$ cat src/rtl/digit_serial_adder.sv
// Digit-serial add/subtract unit: one DIGIT-wide ripple chain reused over
// WIDTH/DIGIT cycles, with valid/ready handshakes on both sides.
module digit_serial_adder #(
  parameter int WIDTH = 16,
  parameter int DIGIT = 4
) (
  input  logic             clk,
  input  logic             rst_n,
  input  logic             in_valid,
  output logic             in_ready,
  input  logic [WIDTH-1:0] a,
  input  logic [WIDTH-1:0] b,
  input  logic             cin,
  input  logic             sub,
  output logic             out_valid,
  input  logic             out_ready,
  output logic [WIDTH-1:0] sum,
  output logic             cout,
  output logic             ovf
);

  localparam int N  = (DIGIT >= 1) ? (WIDTH / DIGIT) : 1;
  localparam int CW = (N > 1) ? $clog2(N) : 1;

  localparam logic [1:0] IDLE = 2'd0;
  localparam logic [1:0] RUN  = 2'd1;
  localparam logic [1:0] DONE = 2'd2;

  generate
    if (WIDTH < 1 || DIGIT < 1 || (WIDTH % DIGIT) != 0) begin : g_bad_params
      $error("digit_serial_adder: DIGIT must be >= 1 and divide WIDTH");
    end
  endgenerate

  logic [1:0]       state_q, state_d;
  logic [CW-1:0]    cnt_q, cnt_d;
  logic [WIDTH-1:0] a_q, a_d;
  logic [WIDTH-1:0] b_q, b_d;
  logic [WIDTH-1:0] acc_q, acc_d;
  logic [WIDTH-1:0] sum_q, sum_d;
  logic             carry_q, carry_d;
  logic             cout_q, cout_d;
  logic             ovf_q, ovf_d;

  logic [DIGIT-1:0] digit_sum;
  logic [DIGIT:0]   chain;

  // Ripple chain over the low digit of the operand shift registers.
  always_comb begin
    digit_sum = '0;
    chain     = '0;
    chain[0]  = carry_q;
    for (int i = 0; i < DIGIT; i++) begin
      digit_sum[i] = a_q[i] ^ b_q[i] ^ chain[i];
      chain[i+1]   = (a_q[i] & b_q[i]) | (chain[i] & (a_q[i] ^ b_q[i]));
    end
  end

  always_comb begin
    state_d = state_q;
    cnt_d   = cnt_q;
    a_d     = a_q;
    b_d     = b_q;
    acc_d   = acc_q;
    sum_d   = sum_q;
    carry_d = carry_q;
    cout_d  = cout_q;
    ovf_d   = ovf_q;
    case (state_q)
      IDLE: begin
        if (in_valid) begin
          // Subtraction is a + ~b + 1, so the incoming borrow is inverted into a carry.
          a_d     = a;
          b_d     = b ^ {WIDTH{sub}};
          carry_d = cin ^ sub;
          cnt_d   = '0;
          acc_d   = '0;
          state_d = RUN;
        end
      end
      RUN: begin
        a_d     = a_q >> DIGIT;
        b_d     = b_q >> DIGIT;
        acc_d   = (acc_q >> DIGIT) | (WIDTH'(digit_sum) << (WIDTH - DIGIT));
        carry_d = chain[DIGIT];
        if (cnt_q == CW'(N - 1)) begin
          sum_d   = acc_d;
          cout_d  = chain[DIGIT];
          ovf_d   = chain[DIGIT] ^ chain[DIGIT-1];
          state_d = DONE;
        end else begin
          cnt_d = cnt_q + CW'(1);
        end
      end
      DONE: begin
        if (out_ready) begin
          state_d = IDLE;
        end
      end
      default: state_d = IDLE;
    endcase
  end

  always_ff @(posedge clk or negedge rst_n) begin
    if (!rst_n) begin
      state_q <= IDLE;
      cnt_q   <= '0;
      a_q     <= '0;
      b_q     <= '0;
      acc_q   <= '0;
      sum_q   <= '0;
      carry_q <= 1'b0;
      cout_q  <= 1'b0;
      ovf_q   <= 1'b0;
    end else begin
      state_q <= state_d;
      cnt_q   <= cnt_d;
      a_q     <= a_d;
      b_q     <= b_d;
      acc_q   <= acc_d;
      sum_q   <= sum_d;
      carry_q <= carry_d;
      cout_q  <= cout_d;
      ovf_q   <= ovf_d;
    end
  end

  assign in_ready  = (state_q == IDLE);
  assign out_valid = (state_q == DONE);
  assign sum       = sum_q;
  assign cout      = cout_q;
  assign ovf       = ovf_q;

endmodule

$ cat config.mk
export PLATFORM = sky130hd
export DESIGN_NAME = digit_serial_adder
export DESIGN_NICKNAME = d
export VERILOG_FILES = /design/src/rtl/digit_serial_adder.sv
export SDC_FILE = /design/constraint.sdc
export NUM_CORES = 1
export LEC_CHECK = 0
export CAP_MARGIN = 40
export CORE_MARGIN = 8
export CORE_UTILIZATION = 47
export DETAILED_ROUTE_END_ITERATION = 16
export PLACE_DENSITY = 0.87
export SYNTH_ARGS = -nofsm -noshare
export SYNTH_HDL_FRONTEND = slang
export SYNTH_SLANG_ARGS = --single-unit
$ cat constraint.sdc
create_clock -name clk -period 1.96 [get_ports clk]
set_input_delay 0.392 -clock clk [delete_from_list [all_inputs] [get_ports clk]]
set_output_delay 0.392 -clock clk [all_outputs]
set_load 0.02 [all_outputs]
# Yosys cells after proc, flatten, opt, wreduce, memory -nomap -nowiden
# Index checks and enable logic that the tools add are counted.
# word_totals
ram_bits	0
output_inout_bits	20
input_bits	38
mem_count	0
rom_bits	0
latchBits	0
regBits	71
# classes
div	0
n_mux	15
bitwise	24
n_addsub	1
multipliers	0
n_eq_ne	7
reduce_logical	6
shifts	0
magnitude_cmp	0
# ops
operator	n
$pmux W16 S2	3
$mux W16	3
$or A12 B16 Y16	1
$xor A16 B16 Y16	1
$mux W2	5
$xor A1 B1 Y1	10
$and A1 B1 Y1	8
$ne A2 B2 Y1 const B	3
$pmux W2 S3	1
$reduce_and A3 Y1	2
$eq A2 B2 Y1 const B	2
$or A1 B1 Y1	4
$pmux W2 S2	1
$reduce_and A2 Y1	2
$add A2 B1 Y2 const B	1
$eq A2 B1 Y1 const B	1
$logic_not A2 Y1	1
$ne A2 B1 Y1 const B	1
$pmux W1 S2	1
$reduce_bool A2 Y1	1
$mux W1	1

# Depth between registers and ports, before layout
# Gate-level depths: netlist (run 1).
# logic_depth
word_depth	10
depth_mapped	9
mapped_depth_nobuf	9

# Worst setup path before layout (run 1)
# Ideal clock, no wire load.
# synth_path
path_kind	flip-flop to flip-flop
from	register a_q[0]
to	register acc_q[15]
setup_time_ns	0.083
arrival_ns	2.035
stages_incl_launch_ff	9
path_slack_ns	-0.158
n_path_buf	0
period_less_slack_ns	2.118
path_cell_list	dfrtp_1 inv_1 fa_1 inv_1 fa_1 fa_1 inv_1 fa_1 o21ai_0
# synth_between
elab_chain_len	10
# synth_lines
element	line	text
start, declared	37	logic [WIDTH-1:0] a_q, a_d;
start signal, assigned	108	a_q <= '0;
start signal, assigned	118	a_q <= a_d;
$xor A1 B1 Y1	55	chain[i+1] = (a_q[i] & b_q[i]) | (chain[i] & (a_q[i] ^ b_q[i]));
$and A1 B1 Y1	55	
$or A1 B1 Y1 (*)	55	
$and A1 B1 Y1 (*)	55	
$or A1 B1 Y1 (*)	55	
$and A1 B1 Y1 (*)	55	
$or A1 B1 Y1 (*)	55	
$xor A1 B1 Y1 (*)	54	digit_sum[i] = a_q[i] ^ b_q[i] ^ chain[i];
$or A12 B16 Y16 (*)	84	acc_d = (acc_q >> DIGIT) | (WIDTH'(digit_sum) << (WIDTH - DIGIT));
$pmux W16 S2 (*)	69	case (state_q)
end signal, assigned	110	acc_q <= '0;
end signal, assigned	120	acc_q <= acc_d;
end, declared	39	logic [WIDTH-1:0] acc_q, acc_d;
# Mark *: on every way between the ends. The rest lies on a longest branch, timed or not.
# A chain may end at the register's enable or synchronous reset.

# Final worst setup path (run 1)
# Ends and elaborated chain as after synthesis.

==> impl_metrics.toml, run 1 <==
[detailed_routing]
vias = 2361
ant_nets = 0
routed_wirelength_um = 7180
viasPerCell = 5.50
dr.pass1.iters = 4
dr.first_iter.drc_count = 137
wl_met3_um = 407
dr_wl_met2_um = 3740
highest_layer = "met4"
drcViolationCount = 0
wire_per_inst_um = 16.7
met1Wirelength_um = 2920

[yosys]
synthCells = 273
synth-edff-count = 0
netlist_area_mm2 = 0.00309
ys_ff_latch = 67
yosysWarningCount = 0
yosysMostFrequentCell = "dfrtp_1"
synth_commonest_cells = "67 x dfrtp_1, 39 x nand2_1, 24 x o21ai_0"
yosys.cell_types.count = 32
yosysSeqAreaShare_pct = 54.3
async_reset_ff_share_pct = 100
synth.top_cell.area_share_pct = 54.3
synth_area_leaders = "dfrtp_1 54%, mux2_2 5.1%, nand2_1 4.7%, xnor2_1 4.3%, o21ai_0 3.9%"
synth_ff_type = "dfrtp_1"
postSynthAreaPerCell_um2 = 11.3
synth_area_leader_cell = "dfrtp_1"
synthesis.nets = 316

[placement]
gp_congestion = 0.881
pre_cts_ws_ps = -182
dp_hpwl_um = 5060
port_buffers = 57

[setup_path]
path_buf_inv = 3
worstPathCellList = "inv_2, fa_1, inv_1, fa_2, fa_2, inv_2, fa_2, o21ai_1"
critPathMaxFanout = 2
worstSetupStartpointType = "flip-flop"
cp.arrival_ps = 2380
cp-end-kind = "flip-flop"
criticalPathCategory = "reg -> reg"
slowest_stage = "fa_2"
cp.required_ps = 2230
cp_top_family = "adder cells"
path_common_cell = "fa_2"
max_stage_delay_ps = 430

[sta]
rsz0062_at_grt = "yes"
hold_slack_ps = 49.3
finClkSkew_ps = 7.06
fin_crit_sh_pct = 108
worst_slack_ps = -152
hold_viol = 0
fin_tns_setup_ps = -747
slew_headroom_pct = 51.6
slew_violations = 0
setup_violations = 6
timing.fmax_ghz = 0.473
tightest_slew_ps = 724
period_needed_ps = 2110

[clock_tree]
cts_root_buf = "clkbuf_8"
cts_tree = "yes"
clkSlewWorstSetupHoldPaths_ps = 70
cts_num_sinks = 67
clkLatencyLatePin_ps = 350
cts_buffer_depth = 2
cts-htree-levels = 3
cts_made_buffers = 9

[floorplanning]
dieArea_mm2 = 0.00942
num_rows = 29
die_x_um = 97.1
fp.dieH_um = 97.1
start_util_pct = 48.7
ios = 58
coreArea_mm2 = 0.00635

[cells_and_area]
fin_nets = 390
area_growth_pct = 34.3
drive_gt1_share_pct = 21.6
diodes = 0

[pwr]
peakVddDrop_uv = 954
cellPowerDensity_mw_per_mm2 = 1560
p_leak_nw = 1.83

[grt]
antenna_found_initial = 0
grt_max_degree = 33
grt_pass1_vias = 2545
grt_pass1_wl_um = 12400
overflow = 0
grt_usage_pct = 16.0

[worst_hold_path]
hold_path_class = "in -> async"

[status]
violations = "setup timing"
status = "complete, but fails checks"

[job]
drv_cap = 0
[layer usage]
| metal | track usage, % | vias to the layer above |
|---|---|---|
| met5 | 0 | - |
| met3 | 5.62 | 13 |
| met2 | 26.9 | 73 |
| met1 | 18.4 | 1170 |
| li1 | - | 1105 |
| met4 | 5.68 | 0 |
[cells in the final DEF (no fill, tap or decap), types with 2 or more instances in the layout]
cell,netlist,final
dfrtp_1,67,67
clkdlybuf4s50_1,0,54
nand2_1,39,39
buf_4,0,25
o21ai_0,24,20
a22oi_1,15,15
xnor2_1,15,15
mux2_2,14,14
a22o_1,12,12
clkbuf_8,0,12
nor2b_1,8,8
nor2_1,7,7
a21oi_1,7,7
inv_1,10,6
o221ai_2,6,6
o21ai_1,2,5
inv_2,0,4
xor2_1,3,3
a221o_1,3,3
fa_2,0,3
bufinv_16,0,3
buf_12,0,3
o32ai_1,2,2
o211ai_2,2,2
dlygate4sd2_1,0,2
[cell type report]
class / count / area, µm²
Fill cell: 491 / 2200
Clock inverter: 4 / 95.1
Timing Repair Buffer: 85 / 811
Inverter: 10 / 37.5
Clock buffer: 12 / 165
Tap cell: 77 / 96.3
Multi-Input combinational cell: 174 / 1270
Sequential cell: 67 / 1680
[worst register-to-register path, delay by kind of cell, from the launching register on]
family	cells	cell delay, ps
AOI/OAI and AO/OA	1	120
adders and majority gates	4	1300
buffers and inverters	3	210
DFF	1	400
[state kept, by name, indices dropped and copies added (netlist names)]
signal / cells
state_q: 2
cout: 1
a_q: 16
carry_q: 1
b_q: 16
ovf: 1
acc_q: 12
cnt_q: 2
sum: 16
[final timing paths]
path	start	end	slack (ps)	cells after the start
setup / recovery	a_q[0]$_DFFE_PN0P_	acc_q[15]$_DFFE_PN0P_	-150	8
hold / removal	rst_n	acc_q[7]$_DFFE_PN0P_	50	1
setup reg to reg	a_q[0]$_DFFE_PN0P_	acc_q[15]$_DFFE_PN0P_	-150	8
hold reg to reg	sum[12]$_DFFE_PN0P_	sum[12]$_DFFE_PN0P_	490	2
max in group asynchronous	rst_n	b_q[10]$_DFFE_PN0P_	1330	2
min in group clk	sum[12]$_DFFE_PN0P_	sum[12]$_DFFE_PN0P_	490	2
[stage by stage]
stage	power, mW	utilization [%]	cells	area, µm²
after floorplan	3.94	-	273	3100
after global placement	4.76	60.3	405	3830
after detailed placement	4.92	60.3	405	3830
after CTS	6.44	64.8	425	4120
after global routing	6.89	65.4	429	4150
final	6.46	65.4	429	4150
[power breakdown]
group	total, mW	internal, mW	switching (mW)
combinational	2.70	1.32	1.38
sequential	2.30	1.94	0.363
clock	1.45	0.947	0.506
total	6.46	4.21	2.25
[timing repair]
item	in CTS	in global routing
pin swaps	1	0
setup buffers	4	4
hold buffers	0	0
gates resized for setup	4	2
endpoints found under the setup margin	8	6
[logic make-up (layout without fill, tap and decap cells)]
logic type | after synthesis | in the layout | share of synthesized area [%]
buffers and inverters | 32 | 111 | 5.02
AND/OR/NAND/NOR | 59 | 59 | 8.30
flip-flops | 67 | 67 | 54.3
AO/OA/AOI/OAI | 78 | 78 | 19.2
multiplexers | 14 | 14 | 5.10
adder cells (fa/ha/maj) | 5 | 5 | 3.00
XOR/XNOR | 18 | 18 | 5.10
Note: power is estimated with default switching activity, not from simulation.
==> run 2: changes to the inputs <==
CORE_UTILIZATION = 49   (was 47)
CTS_BUF_LIST = sky130_fd_sc_hd__clkbuf_8   (was default)
PLACE_DENSITY = 0.9   (was 0.87)
==> impl_metrics.toml, run 2 (synthesized netlist as in run 1, its figures left out) <==
[status]
status = "complete, but fails checks"
violations = "setup timing"

[setup_path]
criticalPathCategory = "reg -> reg"
critPathMaxFanout = 2
cp.arrival_ps = 2380
cp.required_ps = 2230
cp-end-kind = "flip-flop"
worstSetupStartpointType = "flip-flop"

[floorplanning]
coreArea_mm2 = 0.00624
die_x_um = 95.4
start_util_pct = 49.5
dieArea_mm2 = 0.00910
fp.dieH_um = 95.4
num_rows = 29
ios = 58

[detailed_routing]
ant_nets = 0
drcViolationCount = 0
dr.first_iter.drc_count = 158
wire_per_inst_um = 16.6
routed_wirelength_um = 7020
vias = 2367
dr.pass1.iters = 4
viasPerCell = 5.58

[clock_tree]
cts_num_sinks = 67
cts_buffer_depth = 2
clkSlewWorstSetupHoldPaths_ps = 70
cts_root_buf = "clkbuf_8"
cts-htree-levels = 3
clkLatencyLatePin_ps = 350
cts_tree = "yes"
cts_made_buffers = 9

[worst_hold_path]
hold_path_class = "in -> async"

[cells_and_area]
area_growth_pct = 32.5
fin_nets = 385
drive_gt1_share_pct = 20.5
mostFrequentLayoutCell = "dfrtp_1"
final_cell_mix = "67 x dfrtp_1, 54 x clkdlybuf4s50_1, 39 x nand2_1"
nFillCells = 478
diodes = 0

[pwr]
total_power_mw = 6.32
cellPowerDensity_mw_per_mm2 = 1540
p_leak_nw = 1.79
peakVddDrop_uv = 1010

[placement]
gp_congestion = 0.791
dp_hpwl_um = 5010
port_buffers = 57

[sta]
slew_headroom_pct = 50.1
fin_crit_sh_pct = 107
worst_slack_ps = -145
finClkSkew_ps = 7.56
hold_viol = 0
hold_slack_ps = 22.6
period_needed_ps = 2100
timing.fmax_ghz = 0.475
rsz0062_at_grt = "yes"
slew_violations = 0
setup_violations = 4
tightest_slew_ps = 747

[job]
drv_cap = 0

[grt]
overflow = 0
grt_pass1_wl_um = 11600
grt_usage_pct = 16.6
antenna_found_initial = 0
grt_pass1_vias = 2355
grt_max_degree = 36
[run 2: cell types whose count changed in the layout (fill, tap and decap cells not counted)]
cell,previous run,this run
buf_4,25,20
clkbuf_8,12,10
clkinv_2,1,2
fa_1,1,0
fa_2,3,4
inv_2,4,5
o21ai_0,20,21
o21ai_2,1,0
[run 2: critical path, cell delays in order (launching register included)]
cell and delay [ps]:
dfrtp_1 390, inv_2 80, fa_2 200, inv_2 40, fa_2 330, fa_2 360, inv_2 60, fa_2 420
o21ai_1 150
[run 2: metrics by stage]
| stage | setup WS (ps) | TNS (ps) | instances | cell area [µm²] | utilization [%] |
|---|---|---|---|---|---|
| floorplan | -50.9 | -117 | 273 | 3100 | - |
| global placement | -79.6 | -248 | 404 | 3820 | 61.2 |
| detailed placement | -135 | -561 | 404 | 3820 | 61.2 |
| CTS | -120 | -393 | 422 | 4080 | 65.3 |
| global route | -200 | -739 | 424 | 4090 | 65.6 |
| finish | -145 | -446 | 424 | 4090 | 65.6 |
[run 2: cell type report]
class                      instances  area [µm²]  area share [%]
timing repair buffer              80         773            18.9
tap                               77        96.3            2.35
multi-input combinational        174        1270            31.0
clock inverter                     6         104            2.54
clock buffer                      10         138            3.36
sequential                        67        1680            41.0
inverter                          10        37.5           0.917
[run 2: repair_timing]
| item | CTS | global route |
|---|---|---|
| pin swaps | 3 | 1 |
| resized for setup | 3 | 3 |
| buffers inserted | 2 | 2 |
| hold buffers | 0 | 0 |
| gates cloned | 0 | 0 |
| endpoints found under the setup margin | 7 | 6 |
[run 2: path summary, 6_finish.rpt]
kind / start / to / slack (ps) / cells past startpoint
hold reg to reg: a_q[3]$_DFFE_PN0P_ / a_q[3]$_DFFE_PN0P_ / 480 / 2
setup / recovery: a_q[0]$_DFFE_PN0P_ / sum[15]$_DFFE_PN0P_ / -140 / 8
setup reg to reg: a_q[0]$_DFFE_PN0P_ / sum[15]$_DFFE_PN0P_ / -140 / 8
min in group clk: a_q[3]$_DFFE_PN0P_ / a_q[3]$_DFFE_PN0P_ / 480 / 2
hold / removal: rst_n / acc_q[4]$_DFFE_PN0P_ / 20 / 1
max in group asynchronous: rst_n / b_q[8]$_DFFE_PN0P_ / 1260 / 2
[run 2: report_power, final]
group | switching (mW) | internal [mW] | leakage (nW)
Sequential | 0.364 | 1.94 | 0.870
Combinational | 1.34 | 1.30 | 0.795
Clock | 0.508 | 0.870 | 0.127
[run 2: per-layer routing]
metal / wire length [µm] / global-route usage (%) / vias up
li1: - / - / 1094
met1: 2850 / 19.9 / 1185
met2: 3540 / 27.2 / 79
met3: 528 / 6.06 / 9
met4: 106 / 4.99 / 0
met5: 0 / 0 / -
